==> config.mk <==
export PLATFORM = sky130hd
export DESIGN_NAME = seq_frame_tx
export DESIGN_NICKNAME = d
export VERILOG_FILES = /design/src/rtl/seq_frame_tx.sv
export SDC_FILE = /design/constraint.sdc
export NUM_CORES = 1
export LEC_CHECK = 0
export CORE_ASPECT_RATIO = 2
export CORE_UTILIZATION = 45
export DETAILED_ROUTE_END_ITERATION = 8
export PLACE_DENSITY = 0.75
export SLEW_MARGIN = 20
export SYNTH_ARGS = -nofsm -noshare
export SYNTH_HDL_FRONTEND = slang
export SYNTH_SLANG_ARGS = --single-unit
==> constraint.sdc <==
create_clock -name clk -period 1.8 [get_ports clk]
set_input_delay 0.27 -clock clk [delete_from_list [all_inputs] [get_ports clk]]
set_output_delay 0.27 -clock clk [all_outputs]
set_load 0.03 [all_outputs]
==> src/rtl/seq_frame_tx.sv <==
// Serial frame transmitter: sync marker, LSB-first payload, then an idle guard gap
// on a single registered line feeding the marker detector.
module seq_frame_tx #(
    parameter int unsigned       DATA_W  = 16,
    parameter int unsigned       SYNC_W  = 5,
    parameter logic [SYNC_W-1:0] SYNC    = 5'b11001,
    parameter int unsigned       GAP_LEN = 2
) (
    input  logic              clk,
    input  logic              res,
    input  logic              start,
    input  logic [DATA_W-1:0] data,
    output logic              seq,
    output logic              busy,
    output logic              done
);

    localparam int unsigned MAX_SD  = (SYNC_W > DATA_W) ? SYNC_W : DATA_W;
    localparam int unsigned MAX_LEN = (MAX_SD > GAP_LEN) ? MAX_SD : GAP_LEN;
    localparam int unsigned CNT_W   = $clog2(MAX_LEN + 1);

    localparam logic [CNT_W-1:0] SYNC_END  = CNT_W'(SYNC_W);
    localparam logic [CNT_W-1:0] DATA_LAST = CNT_W'(DATA_W - 1);
    localparam logic [CNT_W-1:0] GAP_LAST  = CNT_W'((GAP_LEN > 0) ? GAP_LEN - 1 : 0);
    localparam bit               HAS_GAP   = (GAP_LEN > 0);

    typedef enum logic [1:0] {
        S_IDLE,
        S_SYNC,
        S_DATA,
        S_GAP
    } state_e;

    state_e            state_q, state_d;
    logic [CNT_W-1:0]  cnt_q, cnt_d;
    logic [DATA_W-1:0] sh_q, sh_d;
    logic              seq_q, seq_d;
    logic              busy_q, busy_d;
    logic              done_q, done_d;

    // State and datapath registers
    always_ff @(posedge clk or negedge res) begin
        if (!res) begin
            state_q <= S_IDLE;
            cnt_q   <= '0;
            sh_q    <= '0;
            seq_q   <= 1'b0;
            busy_q  <= 1'b0;
            done_q  <= 1'b0;
        end else begin
            state_q <= state_d;
            cnt_q   <= cnt_d;
            sh_q    <= sh_d;
            seq_q   <= seq_d;
            busy_q  <= busy_d;
            done_q  <= done_d;
        end
    end

    // Next state; in SYNC the counter is the index of the next marker bit to drive,
    // in DATA/GAP it is the index of the bit or gap cycle currently on the line.
    always_comb begin
        state_d = state_q;
        cnt_d   = cnt_q;
        unique case (state_q)
            S_IDLE: begin
                if (start) begin
                    state_d = S_SYNC;
                    cnt_d   = CNT_W'(1);
                end
            end
            S_SYNC: begin
                if (cnt_q == SYNC_END) begin
                    state_d = S_DATA;
                    cnt_d   = '0;
                end else begin
                    cnt_d = cnt_q + CNT_W'(1);
                end
            end
            S_DATA: begin
                if (cnt_q == DATA_LAST) begin
                    state_d = HAS_GAP ? S_GAP : S_IDLE;
                    cnt_d   = '0;
                end else begin
                    cnt_d = cnt_q + CNT_W'(1);
                end
            end
            S_GAP: begin
                if (cnt_q == GAP_LAST) begin
                    state_d = S_IDLE;
                    cnt_d   = '0;
                end else begin
                    cnt_d = cnt_q + CNT_W'(1);
                end
            end
            default: begin
                state_d = S_IDLE;
                cnt_d   = '0;
            end
        endcase
    end

    // Registered line, status and shift-register updates
    always_comb begin
        seq_d  = 1'b0;
        busy_d = busy_q;
        done_d = 1'b0;
        sh_d   = sh_q;
        unique case (state_q)
            S_IDLE: begin
                if (start) begin
                    sh_d   = data;
                    busy_d = 1'b1;
                    seq_d  = SYNC[0];
                end
            end
            S_SYNC: begin
                if (cnt_q == SYNC_END) begin
                    seq_d  = sh_q[0];
                    sh_d   = sh_q >> 1;
                    done_d = (DATA_LAST == '0);
                end else begin
                    seq_d = |(SYNC & (SYNC_W'(1) << cnt_q));
                end
            end
            S_DATA: begin
                if (cnt_q == DATA_LAST) begin
                    busy_d = HAS_GAP;
                end else begin
                    seq_d  = sh_q[0];
                    sh_d   = sh_q >> 1;
                    done_d = ((cnt_q + CNT_W'(1)) == DATA_LAST);
                end
            end
            S_GAP: begin
                if (cnt_q == GAP_LAST) begin
                    busy_d = 1'b0;
                end
            end
            default: begin
                busy_d = 1'b0;
            end
        endcase
    end

    assign seq  = seq_q;
    assign busy = busy_q;
    assign done = done_q;

endmodule

---- Word-level counts from Yosys, hierarchy flattened ----
Index checks and enable logic that the tools add are counted.
word-level totals
  flip-flop bits (word level) ............. 26
  latch bits .............................. 0
  memory bits (writable) .................. 0
  ROM bits ................................ 0
  output and inout bits ................... 3
  memories ................................ 0
operators by class
  add/sub/neg operators ................... 1
  multipliers ............................. 0
  divide/modulo/power cells ............... 0
  $lt $le $gt $ge ......................... 0
  eq/ne operators ......................... 12
  shifts and indexed selects .............. 1
  multiplexer cells ....................... 24
  bitwise operators ....................... 0
  reductions and logical operators ........ 7
operators by type and width
  cell                                                               count
  16-bit two-way mux                                                 3
  16-bit one-hot mux with 3 select lines                             1
  5-bit two-way mux                                                  4
  5-bit one-hot mux with 4 select lines                              1
  4-bit AND reduction                                                3
  5-bit by 4-bit == test with 1-bit output, second input constant    2
  2-bit inequality test, second input constant                       5
  1-bit two-way mux                                                  8
  2-bit two-way mux                                                  4
  2-bit one-hot mux with 4 select lines                              1
  1-bit one-hot mux with 3 select lines                              2
  3-bit nonzero test                                                 2
  5-bit by 1-bit adder with 5-bit output, second input constant      1
  5-bit by 1-bit == test with 1-bit output, second input constant    1
  5-bit by 3-bit == test with 1-bit output, second input constant    1
  1-bit by 5-bit left shift with 5-bit output, first input constant  1
  2-bit == test, second input constant                               2
  3-bit OR reduction                                                 1
  2-bit by 1-bit == test with 1-bit output, second input constant    1
  2-bit zero test                                                    1

---- Longest topological paths before layout ----
  word-level depth ........................ 4
  gate-level depth with buffers ........... 8

---- Worst setup path after synthesis ----
Ideal clock, no wire load.
  kind .................................... reg2reg
  start ................................... register cnt_q[0]
  end ..................................... register sh_q[10]
  setup time .............................. 0.119 ns
  arrival ................................. 1.840 ns
  data required time ...................... 1.681 ns
  path slack .............................. -0.159 ns
  stages on the path, launching flop included .. 9
  buffers on the path ..................... 1
  cells stage by stage .................... dfrtp_1 ha_1 and3_2 ha_1 a21o_1 a211o_1 buf_6 nand2_1 o21ai_2
between the ends
  cells in the longest elaborated chain, start to end .. 3
  elaborated cells between the ends (all ways) .. 5
  classes of those cells .................. 4 x eq/ne; 1 x reduce/logical
ends and longest elaborated chain
  what                                                                                                  RTL line  text
  start, declared                                                                                       35        logic [CNT_W-1:0] cnt_q, cnt_d;
  start signal, assigned                                                                                52        cnt_q <= cnt_d;
  5-bit by 4-bit == test with 1-bit output or 5-bit by 3-bit == test with 1-bit output (tied branches)  127, 118
  2-bit inequality test (no source line)                                                                -
  4-bit AND reduction (no source line) (*)                                                              -
  end signal, assigned                                                                                  46        sh_q <= '0;
  end signal, assigned                                                                                  53        sh_q <= sh_d;
  end, declared                                                                                         36        logic [DATA_W-1:0] sh_q, sh_d;
Mark *: on every way between the ends. The rest lies on a longest branch, timed or not.
A chain may end at the register's enable or synchronous reset.

---- Worst setup path after layout ----
  start ................................... register cnt_q[1]
  end ..................................... register sh_q[3]
The elaborated chain is that of the path after synthesis.

==> flow_summary.yaml <==
die:
  die_w_um: 43.9
  start_util_pct: 46.8
  dieArea_um2: 3770
  die_h_um: 85.8
  core_um2: 3380
  num_rows: 30
  num_io_pins: 22
grt:
  grt.total_usage_pct: 19.6
  grt_pass1_wl_um: 5660
  overflow: 0
  grt_pass1_vias: 1342
  antenna_found_initial: 0
  grt_max_degree: 33
job:
  cap_violations: 0
yosys:
  synth_edf_count: 0
  syn_area_um2: 1580
  synth_top_area_share_pct: 41.1
  synth_seq_cells: 26
  synthCells: 154
  yosysUniqueCellTypes: 36
  syn_avg_cell_area_um2: 10.3
  yosys_warnings: 0
  synth_commonest_cells: "26 x dfrtp_1, 20 x nand2_1, 16 x mux2i_1, 14 x o21ai_2, 11 x ha_1"
  ys_seq_area_share_pct: 41.1
  yosysTopAreaCell: "dfrtp_1"
  syn_nets: 184
  async_flop_share_pct: 100
  yosys-top-cells-area: "dfrtp_1 41%, mux2i_1 10%, ha_1 8.7%"
  synthMostInstantiatedCell: "dfrtp_1"
  synth-main-ff-cell: "dfrtp_1"
timing:
  fin_ws_ns: -0.0796
  slew_viol_final: 0
  setup_viol: 16
  period_minus_slack_ns: 1.88
  skew_ns: 0.00293
  worstMarginPinSlew_ns: 0.340
  post-route-period-util_pct: 104
  fmax_mhz: 532
  hold_viol: 0
  relSlewSlack_pct: 77.3
  rsz0062_at_grt: "yes"
status:
  outcome: "complete, but fails checks"
  failed_checks: "setup timing"
worst_setup_path:
  endpoint_kind: "register"
  rr_startpoint: "cnt_q[1]"
  crit_fanout: 8
  cpPeakStageDelay_ns: 0.45
  path_cells: "ha_4, and3_4, ha_4, a21o_1, a211o_4, clkbuf_16, nand2_1, o21ai_2"
  cp_slowest_cell: "dfrtp_2"
  rr_worst_depth: 8
  path_class: "register to register"
  required_ns: 1.96
  r2r_end: "sh_q[3]"
  reg2reg_setup_slack_ns: -0.08
  arrival_ns: 2.04
  path_common_cell: "ha_4"
  critPathLaunchType: "register"
power_and_ir_drop:
  leakagePower_nw: 0.964
  power_density_nw_per_um2: 2060
  peakVddDrop_mv: 1.61
  p_total_mw: 4.39
routing:
  wire_per_inst_um: 16.8
  drt_iter0_markers: 31
  drcViolationCount: 0
  routed_via_density: 5.88
  first_pass_iters: 6
  vias: 1293
  wirelength_um: 3700
  ant_nets: 0
clock_tree:
  cts_hold_buf: 0
  ctsRootBufferMaster: "clkbuf_8"
  clk_pin_slew_worst_paths_ns: 0.09
  clock_latency_ns: 0.27
  clock_sinks: 26
  cts_tree: "built"
  htreeDepth: 1
  ctsLongestPathBuffers: 2
  cts_buffers: 3
min_path:
  worst_hold_path_type: "primary input to asynchronous set/reset pin"
placement:
  placedCellCount: 211
  place_congestion: 0.874
  io_buffers: 21
  place_hpwl_um: 2560
finish:
  syn_to_final_growth_pct: 34.7
  nets: 219
  diodes: 0
  layout-drive-gt1-share_pct: 33.0
  final_cells: 220
==> state kept, by name, summed over array words and instances (netlist names) <==
register / flops
done: 1
busy: 1
sh_q: 16
seq: 1
cnt_q: 5
state_q: 2
==> cells by family after synthesis <==
group / synth area share (%)
XOR/XNOR: 0.554
buffers and inverters: 6.64
flip-flops: 41.1
AND/OR/NAND/NOR: 14.4
AO/OA/AOI/OAI: 17.7
adder cells (fa/ha/maj): 8.70
multiplexers: 10.8
==> per-layer routing <==
layer  track usage, %  share of wire, %
met5                0                 0
met4             9.64               2.4
met3             2.32               2.1
met2             37.3                61
met1             19.6                35
==> stage by stage <==
step,hold slack (ns),setup slack (ns),util [%],cell area [um^2],setup TNS (ns)
3_3_place_gp,0.462,0.0168,56.5,1910,0
4_1_cts,0.385,-0.0364,58.4,1970,-0.424
6_report,0.365,-0.0796,63.1,2130,-0.867
3_5_place_dp,0.471,-0.0240,56.5,1910,-0.208
5_1_grt,0.402,-0.117,63.1,2130,-1.56
2_1_floorplan,-0.0256,0.000157,-,1620,0
==> placed cells by master, fill, tap and decap left out, types with 2 or more instances in the layout <==
| cell | Yosys | final |
|---|---|---|
| o21ai_2 | 14 | 16 |
| buf_4 | 0 | 14 |
| nand3_1 | 5 | 5 |
| ha_4 | 0 | 2 |
| mux2i_1 | 16 | 15 |
| a21oi_1 | 4 | 4 |
| dfrtp_2 | 0 | 2 |
| nand2b_1 | 2 | 2 |
| ha_2 | 0 | 2 |
| nand2_4 | 0 | 6 |
| dfrtp_1 | 26 | 24 |
| clkbuf_8 | 0 | 3 |
| nand2_1 | 20 | 11 |
| nor2_1 | 6 | 5 |
| nor2b_1 | 4 | 3 |
| ha_1 | 11 | 7 |
| nand2_2 | 0 | 3 |
| o31ai_1 | 2 | 2 |
| o211ai_1 | 5 | 5 |
| inv_1 | 7 | 7 |
| clkbuf_16 | 0 | 2 |
| clkdlybuf4s50_1 | 0 | 21 |
==> how the worst max path moves through the flow <==
stage / slack, ns / cells past startpoint / endpoint / start
floorplan: 0.0002 / 8 / sh_q[6] / cnt_q[1]
global placement: 0.02 / 8 / sh_q[4] / cnt_q[1]
detailed placement: -0.02 / 8 / sh_q[0] / cnt_q[1]
CTS: -0.04 / 8 / sh_q[0] / cnt_q[1]
global route: -0.12 / 7 / sh_q[6] / cnt_q[1]
finish: -0.08 / 8 / sh_q[3] / cnt_q[1]
==> worst max-delay path: cells and delay by family (launching register included) <==
kind	cells	cell delay [ns]
fa+ha+maj	2	0.33
flops	1	0.45
compound gates	3	0.55
buf+inv	1	0.19
simple gates	2	0.26
==> report_power, final <==
group	switching (mW)	internal [mW]
clock	0.177	0.158
combinational	1.52	1.45
sequential	0.226	0.861
total	1.93	2.47
==> repair_timing <==
| item | 4_1_cts | 5_1_grt |
|---|---|---|
| pin swaps | 0 | 8 |
| endpoints found under the setup margin | 17 | 24 |
| setup buffers | 1 | 1 |
| endpoints found under the hold margin | 0 | 0 |
| gates cloned | 0 | 3 |
| gates resized for setup | 2 | 23 |
==> area by class of cell <==
| class | instances | area [um^2] |
|---|---|---|
| Sequential cell | 26 | 653 |
| Inverter | 8 | 30.0 |
| Clock buffer | 4 | 45.0 |
| Tap cell | 32 | 40.0 |
| Multi-Input combinational cell | 111 | 966 |
| Timing Repair Buffer | 39 | 397 |
| Fill cell | 269 | 1250 |
Note: power is estimated with default switching activity, not from simulation.
